**config.mk**
```make
export PLATFORM = sky130hd
export DESIGN_NAME = grndrec
export DESIGN_NICKNAME = d
export VERILOG_FILES = /design/src/rtl/grndrec.sv
export SDC_FILE = /design/constraint.sdc
export NUM_CORES = 1
export LEC_CHECK = 0
export CAP_MARGIN = 20
export CORE_MARGIN = 5
export CORE_UTILIZATION = 50
export CTS_CLUSTER_SIZE = 8
export DETAILED_ROUTE_END_ITERATION = 16
export GPL_TIMING_DRIVEN = 0
export HOLD_SLACK_MARGIN = 0.12
export PLACE_DENSITY = 0.71
export SETUP_SLACK_MARGIN = 0.4
export SYNTH_ARGS = -nofsm -noshare
export SYNTH_HDL_FRONTEND = slang
export SYNTH_SLANG_ARGS = --single-unit
```
**constraint.sdc**
```tcl
create_clock -name Bclkx16_ -period 1.8 [get_ports Bclkx16_]
set_input_delay 0.27 -clock Bclkx16_ [delete_from_list [all_inputs] [get_ports Bclkx16_]]
set_output_delay 0.27 -clock Bclkx16_ [all_outputs]
set_load 0.01 [all_outputs]
```
**src/rtl/grndrec.sv**
```systemverilog
// grndrec: UART-style serial receiver, 16x oversampled.
// Frame: 1 start bit, 8 data bits (LSB first), 1 parity bit, 1 stop bit.
// Each bit is sampled once, in the middle of its bit period.
//
// Ports:
//   Bclkx16_      in   sole clock, 16x the baud rate
//   rst           in   asynchronous reset, active-low
//   clk           in   bit-rate reference, kept for integration only (unused)
//   Rx            in   serial line, idle high, asynchronous to Bclkx16_
//   parity        in   parity mode (0 even, 1 odd), used at the stop-bit sample
//   Rx_err        out  framing error of the last completed frame
//   parity_error  out  parity mismatch of the last completed frame
//   data          out  data byte of the last completed frame
module grndrec (
  input  logic       Bclkx16_,
  input  logic       rst,
  input  logic       clk,
  input  logic       Rx,
  input  logic       parity,
  output logic       Rx_err,
  output logic       parity_error,
  output logic [7:0] data
);

  localparam logic [2:0] IDLE  = 3'd0;
  localparam logic [2:0] START = 3'd1;
  localparam logic [2:0] DATA  = 3'd2;
  localparam logic [2:0] PAR   = 3'd3;
  localparam logic [2:0] STOP  = 3'd4;

  // The bit-rate reference is carried through for the integrator only.
  logic unused_clk;
  assign unused_clk = clk;

  logic       rx_s1_q, rx_s1_d;
  logic       rx_s2_q, rx_s2_d;
  logic [2:0] state_q, state_d;
  logic [3:0] tick_q, tick_d;
  logic [2:0] bit_q, bit_d;
  logic [7:0] shift_q, shift_d;
  logic       par_bit_q, par_bit_d;
  logic [7:0] data_q, data_d;
  logic       rx_err_q, rx_err_d;
  logic       par_err_q, par_err_d;

  logic       rx;
  assign rx = rx_s2_q;

  always_comb begin
    rx_s1_d   = Rx;
    rx_s2_d   = rx_s1_q;
    state_d   = state_q;
    tick_d    = tick_q;
    bit_d     = bit_q;
    shift_d   = shift_q;
    par_bit_d = par_bit_q;
    data_d    = data_q;
    rx_err_d  = rx_err_q;
    par_err_d = par_err_q;

    case (state_q)
      IDLE: begin
        if (!rx) begin
          state_d = START;
          tick_d  = 4'd0;
        end
      end

      // Confirm the start bit at its middle; a high line here is a glitch.
      START: begin
        if (tick_q == 4'd7) begin
          if (!rx) begin
            state_d = DATA;
            tick_d  = 4'd0;
            bit_d   = 3'd0;
          end else begin
            state_d = IDLE;
          end
        end else begin
          tick_d = tick_q + 4'd1;
        end
      end

      // From here on tick 15 falls on the middle of each bit period;
      // the counter wraps to 0 on its own.
      DATA: begin
        tick_d = tick_q + 4'd1;
        if (tick_q == 4'd15) begin
          shift_d = {rx, shift_q[7:1]};
          bit_d   = bit_q + 3'd1;
          if (bit_q == 3'd7) begin
            state_d = PAR;
          end
        end
      end

      PAR: begin
        tick_d = tick_q + 4'd1;
        if (tick_q == 4'd15) begin
          par_bit_d = rx;
          state_d   = STOP;
        end
      end

      // Leave at mid-stop so a start bit directly after the stop bit is caught.
      STOP: begin
        tick_d = tick_q + 4'd1;
        if (tick_q == 4'd15) begin
          data_d    = shift_q;
          rx_err_d  = ~rx;
          par_err_d = (^shift_q ^ parity) != par_bit_q;
          state_d   = IDLE;
        end
      end

      default: begin
        state_d = IDLE;
      end
    endcase
  end

  always_ff @(posedge Bclkx16_ or negedge rst) begin
    if (!rst) begin
      rx_s1_q   <= 1'b1;
      rx_s2_q   <= 1'b1;
      state_q   <= IDLE;
      tick_q    <= 4'd0;
      bit_q     <= 3'd0;
      shift_q   <= 8'h00;
      par_bit_q <= 1'b0;
      data_q    <= 8'h00;
      rx_err_q  <= 1'b0;
      par_err_q <= 1'b0;
    end else begin
      rx_s1_q   <= rx_s1_d;
      rx_s2_q   <= rx_s2_d;
      state_q   <= state_d;
      tick_q    <= tick_d;
      bit_q     <= bit_d;
      shift_q   <= shift_d;
      par_bit_q <= par_bit_d;
      data_q    <= data_d;
      rx_err_q  <= rx_err_d;
      par_err_q <= par_err_d;
    end
  end

  assign data         = data_q;
  assign Rx_err       = rx_err_q;
  assign parity_error = par_err_q;

endmodule

```
* Yosys cells after proc, flatten, opt, wreduce, memory -nomap -nowiden
Index checks and enable logic that the tools add are counted.
** Word-level totals
- Logic and storage cells :: 54
- Bits in registers :: 31
- Output and inout port bits :: 10
** Operators by class
- Multiplexer cells :: 15
- Equal/unequal tests :: 15
- Bitwise gates (word level) :: 2
- Reductions and logical operators :: 10
- Add/sub/neg operators :: 2
** Operators with widths (count)
- $mux W3 :: 9
- $pmux W3 S5 :: 1
- $ne A2 B2 Y1 const B :: 7
- $pmux W4 S3 :: 1
- $mux W4 :: 2
- $reduce_xor A8 Y1 :: 1
- $eq A3 B2 Y1 const B :: 2
- $eq A3 B3 Y1 const B :: 2
- $pmux W3 S2 :: 1
- $reduce_and A2 Y1 :: 3
- $reduce_and A6 Y1 :: 1
- $add A4 B1 Y4 const B :: 1
- $eq A4 B3 Y1 const B :: 1
- $eq A4 B4 Y1 const B :: 1
- $reduce_and A4 Y1 :: 1
- $add A3 B1 Y3 const B :: 1
- $eq A3 B1 Y1 const B :: 1
- $logic_not A3 Y1 :: 1
- $reduce_bool A3 Y1 :: 1
- $reduce_or A3 Y1 :: 1
- $mux W2 :: 1
- $reduce_bool A2 Y1 :: 1
- $ne A1 B1 Y1 :: 1
- $not A1 Y1 :: 1
- $xor A1 B1 Y1 :: 1

* Depth between registers and ports, before layout
- Depth after elaboration :: 4
- Depth in mapped cells :: 6
- Gate-level depth less buffers :: 5

* Least setup slack after synthesis
Ideal clock, no wire load.
- Kind :: register to register
- Start :: register tick_q[0]
- End :: register shift_q[0]
- Stages on the path, launching flop included :: 6
- Clock period less this slack :: 1.640 ns
- Data arrival time :: 1.515 ns
- Setup time :: 0.125 ns
- Setup slack :: 0.160 ns
- Cell sequence :: dfrtp_1 -> ha_1 -> nand3_2 -> or3_1 -> buf_6 -> mux2_4
** Between the ends
- Longest elaborated chain between the ends :: 2
** RTL lines
- from (decl) :: RTL line 38 : logic [3:0] tick_q, tick_d;
- from (signal assigned) :: RTL line 138 : tick_q <= tick_d;
- $eq A4 B4 Y1 :: RTL line 88 : if (tick_q == 4'd15) begin
- $reduce_and A2 Y1 (no source line)
- to (signal assigned) :: RTL line 140 : shift_q <= shift_d;
- to (decl) :: RTL line 40 : logic [7:0] shift_q, shift_d;
Every way passes these cells.
A chain may end at the register's enable or synchronous reset.

* Worst setup path after layout
- Start :: register tick_q[0]
- End :: register shift_q[7]
Same word-level chain as after synthesis.

==> results.sh <==
export IMPL_critical_path_required_ns=2.01
export IMPL_grt_antenna_before_repair=0
export IMPL_core_sq_mm=0.00281
export IMPL_vias_per_cell=5.61
export IMPL_grt_pass1_wl_um=5120
export IMPL_dr_pass1_iters=4
export IMPL_antennaDiodeCount=0
export IMPL_start_kind="flip-flop"
export IMPL_hp_class="input port to flip-flop"
export IMPL_synth_top_flop_cell="dfrtp_1"
export IMPL_setup_slack_ns=0.223
export IMPL_grt_pass1_vias=1101
export IMPL_num_fill_cells=190
export IMPL_mostFrequentLayoutCell="dfrtp_1"
export IMPL_powerDensity_mw_per_mm2=1090
export IMPL_final_cell_mix="27 x dfrtp_1, 14 x buf_4, 11 x buf_6, 10 x mux2_2, 10 x dlygate4sd2_1"
export IMPL_clock_sinks=31
export IMPL_path_max_fanout=6
export IMPL_synthArstFlopShare_pct=100
export IMPL_cp_arrival_ns=1.79
export IMPL_finalSetupViolations=0
export IMPL_grt_total_usage_pct=16.0
export IMPL_io_buffers=13
export IMPL_hold_viol=0
export IMPL_synth_seq_cells=31
export IMPL_drtIter0Drc=51
export IMPL_met3_usage_pct=5.53
export IMPL_synth_top_area_share_pct=48.9
export IMPL_slew_limit_headroom_pct=45.3
export IMPL_grt_util_met2_pct=26.8
export IMPL_ys_top_cells_by_area="dfrtp_1 49%, mux2_2 9.9%, mux2_4 5.1%"
export IMPL_die_h_um=64.5
export IMPL_place_gp_congestion=0.792
export IMPL_critPathLaunch="tick_q[0]"
export IMPL_syn_avg_cell_area_sq_um=12.8
export IMPL_synth_edf_count=0
export IMPL_drc=0
export IMPL_num_vias=1055
export IMPL_cts_path_max_buffers=2
export IMPL_synth_cells=116
export IMPL_drtAntennaViolNets=0
export IMPL_post_dp_hpwl_um=1850
export IMPL_total_power_w=0.00222
export IMPL_grt_max_degree=17
export IMPL_cts_root_buffer="clkbuf_4"
export IMPL_finalWorstPathRequiredPeriod_ns=1.58
export IMPL_hp_start="Rx"
export IMPL_synth_cell_types=36
export IMPL_cts_tree="yes"
export IMPL_io_pins=15
export IMPL_fin_nets=164
export IMPL_fmax_mhz=634
export IMPL_synth_warnings=0
export IMPL_wire_per_inst_um=16.9
export IMPL_worstSetupPathType="flip-flop to flip-flop"
export IMPL_die_x_um=64.5
export IMPL_fin_skew_ns=0.00920
export IMPL_yosysTopAreaCell="dfrtp_1"
export IMPL_busiest_layer="met2"
export IMPL_syn_cell_area_sq_mm=0.00149
export IMPL_worstMarginPinSlew_ns=0.818
export IMPL_reg2reg_from="tick_q[0]"
export IMPL_setup_tns_ns=0
export IMPL_leakage_nw=1.04
export IMPL_rsz0062_at_grt="true"
export IMPL_ir_drop_mv=0.630
export IMPL_syn_nets=124
export IMPL_outcome="finished, final reports clean"
export IMPL_design_die_area_sq_mm=0.00416
export IMPL_slew_viol_final=0
export IMPL_insertion_delay_ns=0.32
export IMPL_drive_gt1_share_pct=47.1
export IMPL_wirelength_um=3170
export IMPL_cts_clk_slew_worst_paths_ns=0.09
export IMPL_end_kind="flip-flop"
export IMPL_maxCapViolCount=0
export IMPL_use_met1_pct=19.6
export IMPL_period_share_pct=87.6
export IMPL_cts_htree_levels=2
export IMPL_numCtsBuffers=5
export IMPL_synth_seq_area_share_pct=52.4
export IMPL_initial_core_util_pct=52.9
export IMPL_grt_overflow=0
export IMPL_syn_to_final_growth_pct=37.5
export IMPL_dpl_instance_area_sq_mm=0.00171
export IMPL_design_area_sq_mm=0.00204
export IMPL_rows=19
export IMPL_pre_cts_ws_ns=0.103
-- sequential cells by signal, indices dropped and copies added, names as in the netlist --
signal / count
Rx_err: 1
bit_q: 3
data: 8
par_bit_q: 1
parity_error: 1
rx: 1
rx_s1_q: 1
shift_q: 8
state_q: 3
tick_q: 4
-- area by class of cell --
type	count	area, sq um	area share, %
Sequential cell	31	781	38.2
Multi-Input combinational cell	76	749	36.7
Timing Repair Buffer	33	310	15.2
Buffer	7	68.8	3.37
Clock buffer	6	51.3	2.51
Tap cell	31	38.8	1.90
Clock inverter	2	35.0	1.72
Inverter	2	7.51	0.368
-- critical path: stages (launching register included) --
cell and delay, ns:
dfrtp_1 0.40, ha_4 0.19, nand3_4 0.10, or3_4 0.34, buf_6 0.15, mux2_4 0.29
-- repair_timing --
item | CTS | global route
endpoints found under the setup margin | 36 | 27
hold buffers | 0 | 0
pin swaps | 6 | 5
resized for setup | 24 | 23
gates cloned | 1 | 0
setup buffers | 7 | 11
-- kinds of logic (layout without fill, tap and decap cells) --
logic type | Yosys count | after routing | synth area share [%]
compound gates | 20 | 20 | 9.02
fa+ha+maj | 3 | 3 | 2.53
flops | 31 | 31 | 52.4
buf+inv | 9 | 50 | 3.54
mux | 19 | 19 | 15.6
xor+xnor | 10 | 10 | 6.82
simple gates | 24 | 24 | 10.1
-- stage by stage --
stage | util, % | cells | hold slack [ns]
floorplan | - | 116 | -0.0256
CTS | 67.2 | 177 | 0.336
detailed placement | 61.0 | 161 | 0.351
finish | 72.8 | 188 | 0.348
global route | 72.8 | 188 | 0.328
global placement | 60.0 | 160 | 0.346
-- power breakdown --
part | internal [W] | total (W) | switching [W]
logic | 0.000397 | 0.000771 | 0.000374
registers | 0.000789 | 0.000881 | 0.0000918
clock network | 0.000328 | 0.000568 | 0.000240
-- path summary, 6_finish.rpt --
path | end | slack, ns | cells after the start
max | shift_q[7] | 0.22 | 5
min | rx_s1_q | 0.35 | 1
max reg2reg | shift_q[7] | 0.22 | 5
min reg2reg | rx | 0.36 | 0
max in group asynchronous | rx | 0.75 | 2
min in group asynchronous | state_q[1] | 0.41 | 1
-- synthesized netlist by cell type, types with 2 or more instances --
master / count
xnor2_1: 7
dfstp_2: 2
ha_1: 3
o21ai_0: 11
dfrtp_1: 29
nand2_1: 8
nand3_1: 2
nor2b_1: 2
nor2_1: 2
buf_2: 3
buf_4: 2
a22o_1: 3
inv_1: 2
mux2_4: 5
mux2_2: 13
xor2_1: 2
-- per-layer routing --
layer  part of all wire, %  vias up
met5                     0        -
met3                   4.0        2
met2                    50       25
met1                    46      537
li1                      -      491
met4                  0.60        0
No activity file was read; power rests on OpenSTA's default activity.
